===== config.mk =====
export PLATFORM = sky130hd
export DESIGN_NAME = branch_resolution_unit
export DESIGN_NICKNAME = d
export VERILOG_FILES = /design/src/rtl/branch_resolution_unit.sv
export SDC_FILE = /design/constraint.sdc
export NUM_CORES = 1
export LEC_CHECK = 0
export ABC_AREA = 1
export CELL_PAD_IN_SITES_DETAIL_PLACEMENT = 0
export CELL_PAD_IN_SITES_GLOBAL_PLACEMENT = 1
export CORE_MARGIN = 5
export CORE_UTILIZATION = 36
export DETAILED_ROUTE_END_ITERATION = 16
export PLACE_DENSITY_LB_ADDON = 0.1
export SETUP_SLACK_MARGIN = 0.3
export SLEW_MARGIN = 20
export SYNTH_ARGS = -nofsm -noshare
export SYNTH_HDL_FRONTEND = slang
export SYNTH_SLANG_ARGS = --single-unit

===== constraint.sdc =====
create_clock -name clk -period 3.8 [get_ports clk]
set_clock_uncertainty 0.15 [all_clocks]
set_input_delay 0.76 -clock clk [delete_from_list [all_inputs] [get_ports clk]]
set_output_delay 0.76 -clock clk [all_outputs]
set_load 0.005 [all_outputs]

===== src/rtl/branch_resolution_unit.sv =====
// Branch resolution in ID. The prediction made at fetch travels with its
// instruction in a small tag register and is compared against the real
// outcome once the branch reaches ID. A mismatch produces a one-cycle
// registered redirect/flush. Every resolved branch produces a one-cycle
// predictor update strobe and bumps saturating performance counters.
module branch_resolution_unit #(
  parameter int         PC_W       = 64,
  parameter int         CNT_W      = 16,
  parameter logic [6:0] BRANCH_OPC = 7'b1100011
) (
  input  logic             clk,
  input  logic             arst_n,
  input  logic             if_valid,
  input  logic [PC_W-1:0]  if_pc,
  input  logic             if_pred_taken,
  input  logic [PC_W-1:0]  if_pred_target,
  input  logic             stall,
  input  logic [31:0]      id_inst,
  input  logic             id_taken,
  input  logic [PC_W-1:0]  id_branch_target,
  output logic             redirect_valid,
  output logic [PC_W-1:0]  redirect_pc,
  output logic             flush_if,
  output logic             flush_id,
  output logic             upd_valid,
  output logic [PC_W-1:0]  upd_pc,
  output logic             upd_taken,
  output logic [PC_W-1:0]  upd_target,
  output logic [CNT_W-1:0] branch_count,
  output logic [CNT_W-1:0] mispredict_count
);

  typedef enum logic [0:0] {IDLE, REDIRECT} state_t;

  state_t state_reg, state_next;

  // Prediction metadata that accompanies the instruction from IF into ID.
  logic            tag_valid_reg;
  logic [PC_W-1:0] tag_pc_reg;
  logic            tag_pred_taken_reg;
  logic [PC_W-1:0] tag_pred_target_reg;

  logic             redirect_valid_reg;
  logic [PC_W-1:0]  redirect_pc_reg;
  logic             flush_if_reg;
  logic             flush_id_reg;
  logic             upd_valid_reg;
  logic [PC_W-1:0]  upd_pc_reg;
  logic             upd_taken_reg;
  logic [PC_W-1:0]  upd_target_reg;
  logic [CNT_W-1:0] branch_count_reg;
  logic [CNT_W-1:0] mispredict_count_reg;

  logic            is_br;
  logic            resolve;
  logic            mispredict;
  logic [PC_W-1:0] correct_pc;
  logic [PC_W-1:0] pc_plus4;

  // Only the opcode field matters for classification.
  logic unused_inst_bits;
  assign unused_inst_bits = ^id_inst[31:7];

  // Classify the ID instruction and work out whether the prediction was wrong.
  always_comb begin
    is_br      = (id_inst[6:0] == BRANCH_OPC);
    resolve    = tag_valid_reg && !stall && (state_reg == IDLE);
    pc_plus4   = tag_pc_reg + PC_W'(4);
    mispredict = 1'b0;
    correct_pc = '0;
    if (is_br) begin
      if (id_taken) begin
        // Taken: wrong if predicted not-taken or predicted the wrong target.
        if (!tag_pred_taken_reg || (tag_pred_target_reg != id_branch_target)) begin
          mispredict = 1'b1;
          correct_pc = id_branch_target;
        end
      end else if (tag_pred_taken_reg) begin
        mispredict = 1'b1;
        correct_pc = pc_plus4;
      end
    end else if (tag_pred_taken_reg) begin
      // Predictor aliased a non-branch onto a taken entry.
      mispredict = 1'b1;
      correct_pc = pc_plus4;
    end
  end

  // Next-state logic: a redirect lasts exactly one cycle regardless of stall.
  always_comb begin
    state_next = state_reg;
    case (state_reg)
      IDLE:     if (resolve && mispredict) state_next = REDIRECT;
      REDIRECT: state_next = IDLE;
      default:  state_next = IDLE;
    endcase
  end

  // State, tag, registered outputs and counters; reset wins over everything.
  always_ff @(posedge clk) begin
    if (!arst_n) begin
      state_reg            <= IDLE;
      tag_valid_reg        <= 1'b0;
      tag_pc_reg           <= '0;
      tag_pred_taken_reg   <= 1'b0;
      tag_pred_target_reg  <= '0;
      redirect_valid_reg   <= 1'b0;
      redirect_pc_reg      <= '0;
      flush_if_reg         <= 1'b0;
      flush_id_reg         <= 1'b0;
      upd_valid_reg        <= 1'b0;
      upd_pc_reg           <= '0;
      upd_taken_reg        <= 1'b0;
      upd_target_reg       <= '0;
      branch_count_reg     <= '0;
      mispredict_count_reg <= '0;
    end else begin
      state_reg <= state_next;

      // Wrong-path contents are discarded during a redirect; stall holds.
      if (state_reg == REDIRECT) begin
        tag_valid_reg <= 1'b0;
      end else if (!stall) begin
        tag_valid_reg       <= if_valid;
        tag_pc_reg          <= if_pc;
        tag_pred_taken_reg  <= if_pred_taken;
        tag_pred_target_reg <= if_pred_target;
      end

      redirect_valid_reg <= resolve && mispredict;
      flush_if_reg       <= resolve && mispredict;
      flush_id_reg       <= resolve && mispredict;
      redirect_pc_reg    <= (resolve && mispredict) ? correct_pc : '0;

      upd_valid_reg  <= resolve && is_br;
      upd_pc_reg     <= (resolve && is_br) ? tag_pc_reg : '0;
      upd_taken_reg  <= resolve && is_br && id_taken;
      upd_target_reg <= (resolve && is_br) ? id_branch_target : '0;

      if (resolve && is_br && (branch_count_reg != {CNT_W{1'b1}}))
        branch_count_reg <= branch_count_reg + CNT_W'(1);
      if (resolve && mispredict && (mispredict_count_reg != {CNT_W{1'b1}}))
        mispredict_count_reg <= mispredict_count_reg + CNT_W'(1);
    end
  end

  assign redirect_valid   = redirect_valid_reg;
  assign redirect_pc      = redirect_pc_reg;
  assign flush_if         = flush_if_reg;
  assign flush_id         = flush_id_reg;
  assign upd_valid        = upd_valid_reg;
  assign upd_pc           = upd_pc_reg;
  assign upd_taken        = upd_taken_reg;
  assign upd_target       = upd_target_reg;
  assign branch_count     = branch_count_reg;
  assign mispredict_count = mispredict_count_reg;

endmodule


==> impl_results.md, run 1 <==
- Outcome: completed
- WL/cell: 18.7 um
- Fin. max-slew vios: 0
- Power Total: 8.46 mW
- RSZ-0062 raised after global routing: no
- MaxCap Viol Count: 0
- Initial antenna violation count: 5
- CP Max Fanout: 32
- Worst R2R Start: tag_pc_reg[3]$_SDFFE_PN0P_
- Mapped Avg Cell Area: 7.43 um^2
- Setup slack at placement: 411 ps
- Clock Pin Slew Worst Setup and Hold Paths: 60 ps
- Avg Vias per Cell: 4.86
- Synth top area cells: dfxtp_1, nand2_1, a21oi_1
- Setup TNS: 0 ps
- Die Wd: 214 um
- Cell count after synthesis: 2,011
- R2r worst-path depth: 14
- Final setup viols: 0
- Post-synth EDFFs: 0
- Cell Rows: 74
- Share of the synthesized area in the top cell type: 48.0%
- Kind of start point of the critical path: input pin
- Synth unique cells: 47
- Seq/Total Area, Yosys: 48.0%
- CP Data Required Time: 4090 ps
- DIE AREA: 45,700 um^2
- Total GRT Usage: 23.4%
- Initial Utilization: 36.5%
- I/O pins: 459
- Setup CP Type: input pin to flop
- Gpl congestion: 0.869
- FFs w/ async S/R, synth: 0%
- Drt initial violations: 946
- HPWL after DPL: 41.5 mm
- Layout cells sized above 1: 6.91%
- Most common cell after layout, fill and taps aside: clkdlybuf4s50_1
- Yosys reg bits: 358
- Worst Tran Pin Value: 1050 ps
- TritonCTS clock tree: done
- Remaining DRCs: 0
- Final WS setup: 944 ps
- Vias in the first global route: 14,100
- Syn Std Cell Area: 14,900 um^2
- ANT nets after route: 0
- First-pass GRT wire length: 82.6 mm
- Routed vias: 14,500
- LEAKAGE: 7.90 nW
- Congestion Overflow GR: 0
- Hold_sp: tag_pc_reg[0]$_SDFFE_PN0P_
- H-tree levels: 2
- Fin. Hold Viols: 0
- Routed WL: 55.8 mm
- Critical path capture point type: flop
- CTS resizes: 0
- Largest net degree at the start of global routing: 245
- Worst skew pair latency: 550 ps
- Floorplan core area: 40,900 um^2
- Post-route cell area: 20,900 um^2
- Hold buffers post-CTS: 0
- Pwr/cell area: 404 nW/um^2
- Most frequent cells in the layout: clkdlybuf4s50_1, nand2_1, dfxtp_1
- Yosys top cell by area: dfxtp_1
- Clock root buffer: clkbuf_16
- Peak Freq: 350 MHz
- Tmin final: 2860 ps
- Warnings, synthesis: 0
- Nets: 2,651
- Slew HR: 30.3%
- Final core utilization: 51.1%
- Post-synth top flop: dfxtp_1
- Die Height: 214 um
- Data arrival time of the critical path: 3140 ps
- Placed cell area: 19,600 um^2
- Number of CTS-inserted buffers: 41
- CP Capture Point: redirect_pc[33]$_SDFF_PN0_
- FF-to-FF setup slack: 1040 ps
- Crit path from: id_branch_target[25]
- Worst Hold Class: flop to flop
- Layout area overhead: 40.1%
- Final Cycle Share: 75.1%
- Setup repair bufs after CTS: 0
- Peak supply drop: 265 uV
- Sink Count: 358
- Reg-to-Reg End: redirect_pc[62]$_SDFF_PN0_
- Syn nets: 2,244
- Max clock buf depth: 3
- Port Buf Inserts: 433
- Drt pass-1 iters: 6
-- layout make-up --
cell class | count | area [um^2]
clock buffers | 64 | 1240
inverters | 258 | 978
multi-input cells | 1311 | 6340
diodes | 4 | 10.0
repair buffers | 448 | 4490
fillers | 4114 | 20000
clock inverters | 6 | 32.5
well taps | 532 | 666
flip-flops and latches | 358 | 7170
-- per-layer routing --
metal  part of all wire [%]  up-vias  track usage (%)
li1                       -     7283                -
met1                     45     6700             31.5
met2                     46      440             37.5
met3                    7.3       75             5.72
met4                    2.3        4             6.95
met5                  0.047        -                0
-- logic make-up after synthesis --
kind of cell    after synthesis  synth area share (%)
fa+ha+maj                     3                 0.251
buf+inv                     342                  9.64
compound gates              412                  14.2
simple gates                865                  26.1
flops                       358                  48.0
xor+xnor                     31                  1.82
-- worst min path at each step --
stage | to | slack, ps | depth (start not counted)
2_1_floorplan | tag_valid_reg$_SDFFE_PP0N_ | 280 | 1
3_3_place_gp | upd_pc[1]$_SDFF_PN0_ | 290 | 2
3_5_place_dp | upd_pc[0]$_SDFF_PN0_ | 300 | 2
4_1_cts | upd_pc[0]$_SDFF_PN0_ | 310 | 2
5_1_grt | tag_pred_target_reg[7]$_SDFFE_PN0P_ | 330 | 2
6_report | upd_pc[0]$_SDFF_PN0_ | 300 | 2
-- cells in the mapped netlist (3+ instances only) --
cell / number
nand3_2: 7
a21oi_1: 223
inv_1: 230
buf_2: 14
nor3_2: 7
nand4_1: 51
o21a_1: 3
clkbuf_1: 49
nand2_2: 14
nor2_4: 13
nand2_1: 368
o211ai_1: 5
inv_2: 24
xnor2_1: 20
o21ai_0: 166
nor3b_1: 4
dfxtp_1: 358
nand3_4: 3
nand3_1: 70
nor4_1: 7
buf_6: 11
nor2_1: 269
a21oi_2: 6
buf_4: 7
nor3_1: 33
ha_1: 3
nor2_2: 7
o21ai_1: 3
xor2_1: 11
or2_1: 3
-- where the power goes --
group	switching [mW]	leakage, nW	internal [mW]
combinational	0.398	4.35	0.327
sequential	0.0796	2.92	3.86
clock	1.57	0.630	2.23
total	2.04	7.90	6.41
-- critical path, cell delays in order --
cell and delay [ps]:
clkdlybuf4s50_1 530, inv_1 70, nand2_1 70, nand4_1 100
nor2_1 200, nand2_1 90, nor2_1 390, nand3_1 150
nand2_2 130, nand2_4 160, nand3_4 130, buf_12 210
inv_2 50, o21a_1 90
-- through the flow --
step / std cells / hold slack [ps]
floorplan: 2011 / 276
global placement: 2907 / 295
detailed placement: 2907 / 299
CTS: 2977 / 305
global route: 2980 / 332
finish: 2981 / 305
Note: power is estimated with default switching activity, not from simulation.
==> run 2, diff against run 1 <==
Settings changed: CORE_UTILIZATION 36 to 30.
Clock period 3.8 ns to 2.6 ns, I/O delays scaled along.
==> impl_results.md, run 2 (synthesis results as in run 1) <==
- Power Total: 13.6 mW (+60%)
- Die Wd: 233 um (+9.1%)
- Port Buf Inserts: 433 (unchanged)
- ANT nets after route: 0 (unchanged)
- Fin. max-slew vios: 0 (unchanged)
- DIE AREA: 54,300 um^2 (+19%)
- Cell Rows: 81 (+9.5%)
- Most frequent cells in the layout: clkdlybuf4s50_1, nand2_1, dfxtp_1
- Hold_sp: id_branch_target[39]
- Die Height: 233 um (+9.1%)
- Data arrival time of the critical path: 2560 ps (-580 ps)
- Slew HR: 50.9% (+21 points)
- Worst skew pair latency: 560 ps (about the same)
- Final WS setup: 342 ps (-602 ps)
- Pwr/cell area: 584 nW/um^2 (+45%)
- TritonCTS clock tree: done
- Post-route cell area: 23,200 um^2 (+11%)
- Setup slack at placement: -464 ps (-875 ps)
- Routed vias: 15,100 (+3.9%)
- Worst R2R Start: tag_pc_reg[3]$_SDFFE_PN0P_
- Largest net degree at the start of global routing: 158 (-36%)
- Setup CP Type: flop to flop
- CP Max Fanout: 4 (-88%)
- Most common cell after layout, fill and taps aside: clkdlybuf4s50_1
- Setup TNS: 0 ps (unchanged)
- R2r worst-path depth: 15 (+1)
- Final setup viols: 0 (unchanged)
- Worst Tran Pin Value: 736 ps (-309 ps)
- Kind of start point of the critical path: flop
- Layout area overhead: 55.3%
- Worst hold endpoint: upd_target[39]$_SDFF_PN0_
- Drt initial violations: 741 (-22%)
- MaxCap Viol Count: 0 (unchanged)
- Initial Utilization: 30.4% (-6.0 points)
- Number of CTS-inserted buffers: 44 (+7.3%)
- Hold buffers post-CTS: 0 (unchanged)
- CP Data Required Time: 2900 ps (-1190 ps)
- Reg-to-Reg End: redirect_pc[62]$_SDFF_PN0_
- Peak supply drop: 399 uV (+50%)
- Gpl congestion: 0.873 (+0.41%)
- First-pass GRT wire length: 90.8 mm (+9.9%)
- Max clock buf depth: 3 (unchanged)
- Floorplan core area: 49,100 um^2 (+20%)
- Clock Pin Slew Worst Setup and Hold Paths: 60 ps (about the same)
- Initial antenna violation count: 9 (+4)
- Remaining DRCs: 0 (unchanged)
- Peak Freq: 443 MHz
- Placed cell area: 20,900 um^2 (+6.2%)
- Fin. Hold Viols: 0 (unchanged)
- HPWL after DPL: 45.6 mm (+9.7%)
- Drt pass-1 iters: 5 (-1)
- Outcome: completed
- Vias in the first global route: 15,100 (+7.1%)
- H-tree levels: 2 (unchanged)
- Final core utilization: 47.3% (-3.9 points)
- RSZ-0062 raised after global routing: yes
- Final Cycle Share: 86.8%
- Sink Count: 358 (unchanged)
- # fillers: 5,014 (+22%)
- Layout cells sized above 1: 15.6% (+8.7 points)
- LEAKAGE: 9.40 nW (+19%)
- WL/cell: 18.7 um (-0.26%)
- Worst hold stages: 3 (+1)
- Tmin final: 2260 ps
- Avg Vias per Cell: 4.61 (-5.3%)
- FF-to-FF setup slack: 340 ps (-700 ps)
- Clock root buffer: clkbuf_16
- Congestion Overflow GR: 0 (unchanged)
- Critical path capture point type: flop
- Routed WL: 61.0 mm (+9.4%)
- Nets: 2,803 (+5.7%)
- I/O pins: 459 (unchanged)
- Worst Hold Class: input pin to flop
- Total GRT Usage: 21.6% (-1.8 points)
==> run 2: changes by cell type in the layout (fill, tap and decap cells not counted), moves of 10 or more <==
cell,previous run,this run
nor2_4,13,24
buf_12,4,18
dfxtp_1,358,339
buf_4,12,138
nand2_1,367,349
dlygate4sd2_1,0,13
nand2_2,15,27
dfxtp_2,0,18
nor2_1,269,248
nor2_2,7,17
dlymetal6s2s_1,0,36
clkdlybuf4s50_1,432,383
==> run 2: timing repair <==
item | 4_1_cts | 5_1_grt
buffers inserted | 11 | 11
endpoints found under the setup margin | 87 | 94
gates resized for setup | 44 | 117
endpoints found under the hold margin | 0 | 0
cloned | 2 | 3
pin swaps | 22 | 40
==> run 2: how the worst max path moves through the flow <==
stage / startpoint / end / slack (ps) / depth (start not counted)
6_report: tag_pc_reg[3]$_SDFFE_PN0P_ / redirect_pc[62]$_SDFF_PN0_ / 340 / 15
2_1_floorplan: stall / branch_count[14]$_SDFFE_PN0P_ / 630 / 10
4_1_cts: tag_pc_reg[2]$_SDFFE_PN0P_ / redirect_pc[61]$_SDFF_PN0_ / 280 / 11
3_5_place_dp: id_branch_target[22] / redirect_pc[40]$_SDFF_PN0_ / -460 / 15
3_3_place_gp: id_branch_target[22] / redirect_pc[47]$_SDFF_PN0_ / -400 / 15
5_1_grt: tag_pc_reg[3]$_SDFFE_PN0P_ / redirect_pc[58]$_SDFF_PN0_ / 220 / 15
==> run 2: through the flow <==
step                cells  hold slack (ps)
floorplan            2011              276
global placement     3161              302
detailed placement   3161              310
CTS                  3252              111
global route         3266             81.5
finish               3270              107
==> run 2: critical path: stages (launching register included) <==
cell     delay (ps)
dfxtp_4         370
ha_4            130
nand2_2          50
inv_2            80
nand2_4          60
nor2_4          120
nand2_2          80
nor2_4          150
nand2_2         120
nor2_4          150
nand4_1         100
buf_4           200
nor2_2          120
nand3_1          80
nand3_1         110
a21oi_1          70
==> run 2: final cells by class <==
| cell class | count | area [um^2] | share of cell area, % |
|---|---|---|---|
| antenna | 4 | 10.0 | 0.0432 |
| clock buffer | 64 | 1320 | 5.68 |
| clock inverter | 14 | 233 | 1.00 |
| inverter | 258 | 986 | 4.25 |
| multi-input combinational | 1313 | 6690 | 28.9 |
| sequential | 358 | 7190 | 31.0 |
| tap | 664 | 831 | 3.58 |
| timing repair buffer | 595 | 5920 | 25.6 |
==> run 2: per-layer routing <==
metal | wire length, um | GRT usage, % | share of wire (%)
met1 | 27000 | 28.4 | 44
met4 | 1220 | 5.17 | 2.0
met3 | 4360 | 5.51 | 7.1
met2 | 28400 | 35.5 | 47
met5 | 64 | 0 | 0.10
==> run 2: where the power goes <==
part / switching [mW] / internal, mW / leakage (nW)
logic: 0.643 / 0.594 / 5.71
registers: 0.118 / 5.64 / 2.93
clock network: 2.46 / 4.10 / 0.764
total: 3.22 / 10.3 / 9.40
